<file path="src/rtl/idct_pkg.sv">
// idct_pkg: shared state type, constants and pixel clip for the IDCT block sequencer
package idct_pkg;
    localparam int CW        = 32;
    localparam int PW        = 8;
    localparam int FIN_SHIFT = 14;
    localparam int DC_SHIFT  = 6;
    localparam int LEVEL     = 128;
    localparam int PMAX      = (1 << PW) - 1;

    typedef enum logic [1:0] {LOAD, COMPUTE, DRAIN} state_e;

    function automatic logic [PW-1:0] clip8(input logic signed [CW-1:0] v);
        return (v < 0) ? '0 : (v > PMAX) ? '1 : v[PW-1:0];
    endfunction
endpackage

</file>
<file path="src/rtl/idct_col_finish.sv">
// idct_col_finish: final butterfly, shift, level shift and clip for one column
module idct_col_finish
    import idct_pkg::*;
(
    input  logic [9*CW-1:0]        dp_out_i,
    input  logic signed [CW-1:0]   dc_coef_i,
    input  logic                   dc_only_i,
    output logic [8*PW-1:0]        pix_o
);
    logic signed [CW-1:0] x [9];
    logic signed [CW-1:0] s [8];
    logic signed [CW-1:0] dc;

    // butterfly the datapath words into row sums, or use the DC shortcut for sparse columns
    always_comb begin
        for (int k = 0; k < 9; k++) x[k] = dp_out_i[k*CW +: CW];
        s[0] = x[7] + x[1];
        s[1] = x[3] + x[2];
        s[2] = x[0] + x[4];
        s[3] = x[8] + x[6];
        s[4] = x[8] - x[6];
        s[5] = x[0] - x[4];
        s[6] = x[3] - x[2];
        s[7] = x[7] - x[1];
        dc = ((dc_coef_i + 32) >>> DC_SHIFT) + LEVEL;
        for (int r = 0; r < 8; r++)
            pix_o[r*PW +: PW] = clip8(dc_only_i ? dc : (s[r] >>> FIN_SHIFT) + LEVEL);
    end
endmodule

</file>
<file path="src/rtl/idct_block_sequencer.sv">
// idct_block_sequencer: buffers an 8x8 block, runs columns through the datapath, streams pixels
module idct_block_sequencer
    import idct_pkg::*;
(
    input  logic             clk,
    input  logic             rst_n,
    input  logic             in_valid,
    output logic             in_ready,
    input  logic [CW-1:0]    in_data,
    input  logic             in_last,
    output logic [8*CW-1:0]  dp_in,
    input  logic [9*CW-1:0]  dp_out,
    output logic             out_valid,
    input  logic             out_ready,
    output logic [PW-1:0]    out_data,
    output logic             out_last,
    output logic             busy,
    output logic             err_len
);
    state_e          state_q, state_d;
    logic [5:0]      idx_q, idx_d;
    logic [2:0]      col_q, col_d;
    logic [5:0]      oidx_q, oidx_d;
    logic            err_q, err_d;
    logic            ov_q, ov_d;
    logic            ol_q, ol_d;
    logic [PW-1:0]   od_q, od_d;
    logic [CW-1:0]   coef_q [64];
    logic [PW-1:0]   pix_q [64];
    logic [8*PW-1:0] pix;
    logic            dc_only;

    assign in_ready  = state_q == LOAD;
    assign busy      = state_q != LOAD;
    assign err_len   = err_q;
    assign out_valid = ov_q;
    assign out_last  = ol_q;
    assign out_data  = od_q;
    assign dc_only   = ~|dp_in[8*CW-1:CW];

    // present the current column to the datapath only while computing
    always_comb begin
        dp_in = '0;
        if (state_q == COMPUTE)
            for (int r = 0; r < 8; r++) dp_in[r*CW +: CW] = coef_q[{3'(r), col_q}];
    end

    idct_col_finish u_finish (
        .dp_out_i  (dp_out),
        .dc_coef_i (dp_in[CW-1:0]),
        .dc_only_i (dc_only),
        .pix_o     (pix)
    );

    // buffers: store coefficients (zero-filling a short block) and capture finished columns
    always_ff @(posedge clk) begin
        if (in_valid && in_ready)
            for (int i = 0; i < 64; i++)
                if (i == int'(idx_q)) coef_q[i] <= in_data;
                else if (in_last && i > int'(idx_q)) coef_q[i] <= '0;
        if (state_q == COMPUTE)
            for (int r = 0; r < 8; r++) pix_q[{3'(r), col_q}] <= pix[r*PW +: PW];
    end

    // next-state: load beats, step columns, then drain pixels with a registered output stage
    always_comb begin
        state_d = state_q;
        idx_d   = idx_q;
        col_d   = col_q;
        oidx_d  = oidx_q;
        err_d   = err_q;
        ov_d    = ov_q;
        ol_d    = ol_q;
        od_d    = od_q;
        case (state_q)
            LOAD: if (in_valid) begin
                idx_d = idx_q + 6'd1;
                if (in_last || &idx_q) begin
                    state_d = COMPUTE;
                    idx_d   = '0;
                    err_d   = err_q | (in_last != &idx_q);
                end
            end
            COMPUTE: begin
                col_d = col_q + 3'd1;
                if (&col_q) begin
                    state_d = DRAIN;
                    oidx_d  = '0;
                    ov_d    = 1'b1;
                    ol_d    = 1'b0;
                    od_d    = pix_q[0];
                end
            end
            DRAIN: if (out_ready) begin
                if (&oidx_q) begin
                    state_d = LOAD;
                    ov_d    = 1'b0;
                    ol_d    = 1'b0;
                end else begin
                    oidx_d = oidx_q + 6'd1;
                    od_d   = pix_q[oidx_d];
                    ol_d   = &oidx_d;
                end
            end
            default: state_d = LOAD;
        endcase
    end

    // state and output registers, cleared asynchronously
    always_ff @(posedge clk or negedge rst_n) begin
        if (!rst_n) begin
            state_q <= LOAD;
            idx_q   <= '0;
            col_q   <= '0;
            oidx_q  <= '0;
            err_q   <= 1'b0;
            ov_q    <= 1'b0;
            ol_q    <= 1'b0;
            od_q    <= '0;
        end else begin
            state_q <= state_d;
            idx_q   <= idx_d;
            col_q   <= col_d;
            oidx_q  <= oidx_d;
            err_q   <= err_d;
            ov_q    <= ov_d;
            ol_q    <= ol_d;
            od_q    <= od_d;
        end
    end
endmodule

</file>
<file path="config.mk">
export PLATFORM = sky130hd
export DESIGN_NAME = idct_block_sequencer
export DESIGN_NICKNAME = d
export VERILOG_FILES = /design/src/rtl/idct_pkg.sv /design/src/rtl/idct_col_finish.sv /design/src/rtl/idct_block_sequencer.sv
export SDC_FILE = /design/constraint.sdc
export NUM_CORES = 2
export LEC_CHECK = 0
export CAP_MARGIN = 10
export CORE_MARGIN = 2
export CORE_UTILIZATION = 35
export DETAILED_ROUTE_END_ITERATION = 16
export MAX_ROUTING_LAYER = met4
export PLACE_DENSITY_LB_ADDON = 0.15
export RECOVER_POWER = 25
export SLEW_MARGIN = 30
export SYNTH_ARGS = -nofsm -noshare
export SYNTH_HDL_FRONTEND = slang
export SYNTH_SLANG_ARGS = --single-unit
</file>
<file path="constraint.sdc">
create_clock -name clk -period 6.5 [get_ports clk]
set_input_delay 0.975 -clock clk [delete_from_list [all_inputs] [get_ports clk]]
set_output_delay 0.975 -clock clk [all_outputs]
set_load 0.01 [all_outputs]
</file>
==> metrics.yaml <==
die:
  coreArea_mm2: 0.3719
  start_util_pct: 35.11
  chipHeight_um: 614.8
  die_area_mm2: 0.3780
  dieWidth_um: 614.8
  num_io_pins: 594
  rows: 224
sta:
  max_freq_mhz: 157.5
  fin_skew_ns: 0.05929
  min_period_over_period_pct: 97.66
  slew_headroom_pct: -223.8
  worst_slew_pin_slew_ns: 4.857
  final_hold_viol_count: 0
  drv_slew: 3137
  rsz0062_at_grt: "yes"
  setup_viol: 0
  hold-worst-slack_ns: 0.4723
  layout_min_cycle_time_ns: 6.348
clock_tree:
  htreeDepth: 5
  post_cts_buffers: 0
  numCtsBuffers: 286
  clkTransAtPathRegs_ns: 0.06
  cts_buffer_depth: 4
  postCtsHoldBufs: 0
  cts_tree: "yes"
  clk_latency_ns: 0.90
  cts_root_buffer: "clkbuf_16"
  cts.sinks: 2588
cells_and_area:
  synthToLayoutAreaGrowth_pct: 16.66
  nets: 11234
  multiInputGateArea_mm2: 0.04920
  drive_gt1_share_pct: 11.44
  final_cell_count_no_fill: 15851
  fill_cells: 34650
  regArea_mm2: 0.07727
grt:
  grt_max_degree: 108
  use_met1_pct: 32.50
  track_usage_pct: 24.41
  use_met2_pct: 39.61
  grt-busiest-layer: "met2"
  grtUsageMet3_pct: 3.152
  antenna_found_initial: 54
  grt_pass1_vias: 86568
  overflow: 0
  grt_pass1_wl_um: 652500
placed_design:
  hpwl_um: 287700
  dp.cells: 15330
  port_buffers: 561
  gp_congestion: 0.8949
outcome:
  status: "finished, violations left"
  violations: "max-capacitance violations, max-slew violations"
power:
  p_clk_share_pct: 23.8
  p_int_mw: 40.92
  comb_power_share_pct: 41.8
  ir_drop_mv: 0.2899
  leakage_nw: 54.31
  switching_power_mw: 24.88
  swShare_pct: 37.81
  pwr-share-seq_pct: 34.4
  total_power_mw: 65.80
  powerDensity_mw_per_mm2: 432.0
detailed_routing:
  vias: 86859
  ant_nets: 0
  post-route-drc-count: 0
  via_per_inst: 5.480
  totalWireLength_um: 462400
  dr.pass1.iters: 6
  avgRoutedWirePerCell_um: 29.17
  dr.first_iter.drc_count: 8862
setup_path:
  r2r_slack_ns: 0.15
  arrival_ns: 6.87
  reg2reg_depth: 17
  crit_required_ns: 7.02
  timing.rr.end: "pix_q[41][7]$_DFFE_PP_"
  timing.rr.start: "col_q[0]$_DFFE_PN0N_"
  end_kind: "flop"
  cp_max_fo: 96
  critical_path_class: "flop to flop"
  start_kind: "flop"
logic_synthesis:
  synth_top_flop_cell: "edfxtp_1"
  synth_top_cells_by_area: "edfxtp_1, and2_1, mux2i_1"
  synth-seq-cells: 2588
  syn-instance-count: 10154
  ys_types: 109
  synth_edf_count: 2528
  yosys-top-cells-count: "edfxtp_1, and2_1, mux2i_1"
  synth_area_per_cell_um2: 12.86
  synth_top_area_share_pct: 58.14
  yosys_warnings: 0
  syn_nets: 10739
  yosysMostFrequentCell: "edfxtp_1"
  synth_area_mm2: 0.1306
  synth_top_cell_by_area: "edfxtp_1"
  seq_area_frac_synth_pct: 59.17
  synth-async-reset-ratio_pct: 1.082
min_path:
  hp-class: "flop to flop"
  hold_depth: 1
  hp-start: "coef_q[32][11]$_SDFFE_PP0P_"
  min_to: "coef_q[32][11]$_SDFFE_PP0P_"
job:
  drv_cap: 73
power groups by stage:
| stage | Combinational, mW | Clock (mW) | Sequential [mW] |
|---|---|---|---|
| after CTS | 27.6 | 15.9 | 22.7 |
| after detailed placement | 27.5 | 0 | 23.0 |
| after global routing | 28.9 | 16.5 | 22.9 |
| after global placement | 27.4 | 0 | 22.9 |
| final | 27.5 | 15.6 | 22.7 |
| after floorplan | 14.8 | 0 | 22.9 |
registers in the layout (all words and copies together) (netlist names):
signal and count:
col_q 3, state_q 2, coef_q 2048, oidx_q 6, pix_q 512, out_data 8
out_last 1, out_valid 1, err_len 1, idx_q 6
kinds of logic after synthesis:
family	after synthesis	synth area share (%)
buffers and inverters	1201	3.919
and+or+nand+nor	3154	13.99
DFF	2588	59.17
muxes	1177	11.39
adders and majority gates	260	2.491
xor gates and xnor gates	171	1.147
AOI/OAI and AO/OA	1603	7.898
routing by layer:
metal,wire [um],vias to the layer above,share of wire [%]
met4,12450,0,2.7
met3,29600,536,6.4
li1,-,38297,-
met1,198700,44861,43
met2,221700,3165,48
met5,0,-,0
critical path: stages (launching register included):
cell       delay (ns)
dfrtp_4          0.65
buf_12           0.23
buf_16           0.47
mux2i_1          0.33
o22ai_1          0.12
o21ai_0          0.47
o2111ai_1        0.40
nor4_2           0.52
buf_4            0.18
nand4_1          0.09
buf_4            0.21
nor3_4           0.30
buf_12           0.16
nand2_2          0.09
buf_4            0.25
buf_4            0.29
a31o_2           0.34
a21oi_1          0.71
through the flow:
step	area (um2)	util (%)	setup TNS (ns)	worst slack [ns]
floorplan	130600	-	-109.71	-0.4286
global placement	143700	38.63	-35.47	-0.5864
detailed placement	143800	38.66	-36.88	-0.5077
CTS	152600	41.02	0	0.01612
global route	152300	40.95	-0.1222	-0.01128
finish	152300	40.96	0	0.1519
placed cells by master (no fill, tap or decap), drive strengths merged, types with 387 or more instances in the layout:
| master | netlist | routed |
|---|---|---|
| edfxtp | 2528 | 2528 |
| and2 | 1473 | 1473 |
| mux2i | 913 | 913 |
| nor2b | 587 | 587 |
| clkdlybuf4s50 | 0 | 518 |
| o22ai | 450 | 450 |
| clkbuf | 603 | 439 |
| buf | 218 | 422 |
| nor2 | 389 | 389 |
| inv | 378 | 387 |
final cells by class:
cell class,count,share of cell area (%)
Tap cell,4972,4.084
Antenna cell,27,0.04436
Clock inverter,129,0.7130
Clock buffer,362,5.030
Timing Repair Buffer,1027,6.165
Sequential cell,2588,50.73
Multi-Input combinational cell,6366,32.30
Inverter,380,0.9364
worst max-delay path by stage:
stage,start,to,cells past startpoint
floorplan,col_q[0]$_DFFE_PN0N_,pix_q[10][0]$_DFFE_PP_,10
global placement,dp_out[200],pix_q[29][0]$_DFFE_PP_,21
global route,dp_out[200],pix_q[27][3]$_DFFE_PP_,21
finish,col_q[0]$_DFFE_PN0N_,pix_q[41][7]$_DFFE_PP_,17
CTS,col_q[1]$_DFFE_PN0N_,pix_q[41][2]$_DFFE_PP_,20
detailed placement,dp_out[200],pix_q[24][2]$_DFFE_PP_,20
what timing repair did:
item	in CTS	in global routing
setup endpoints to repair	226	385
cloned	0	1
resized for setup	7	16
(Power assumes the default switching activity.)
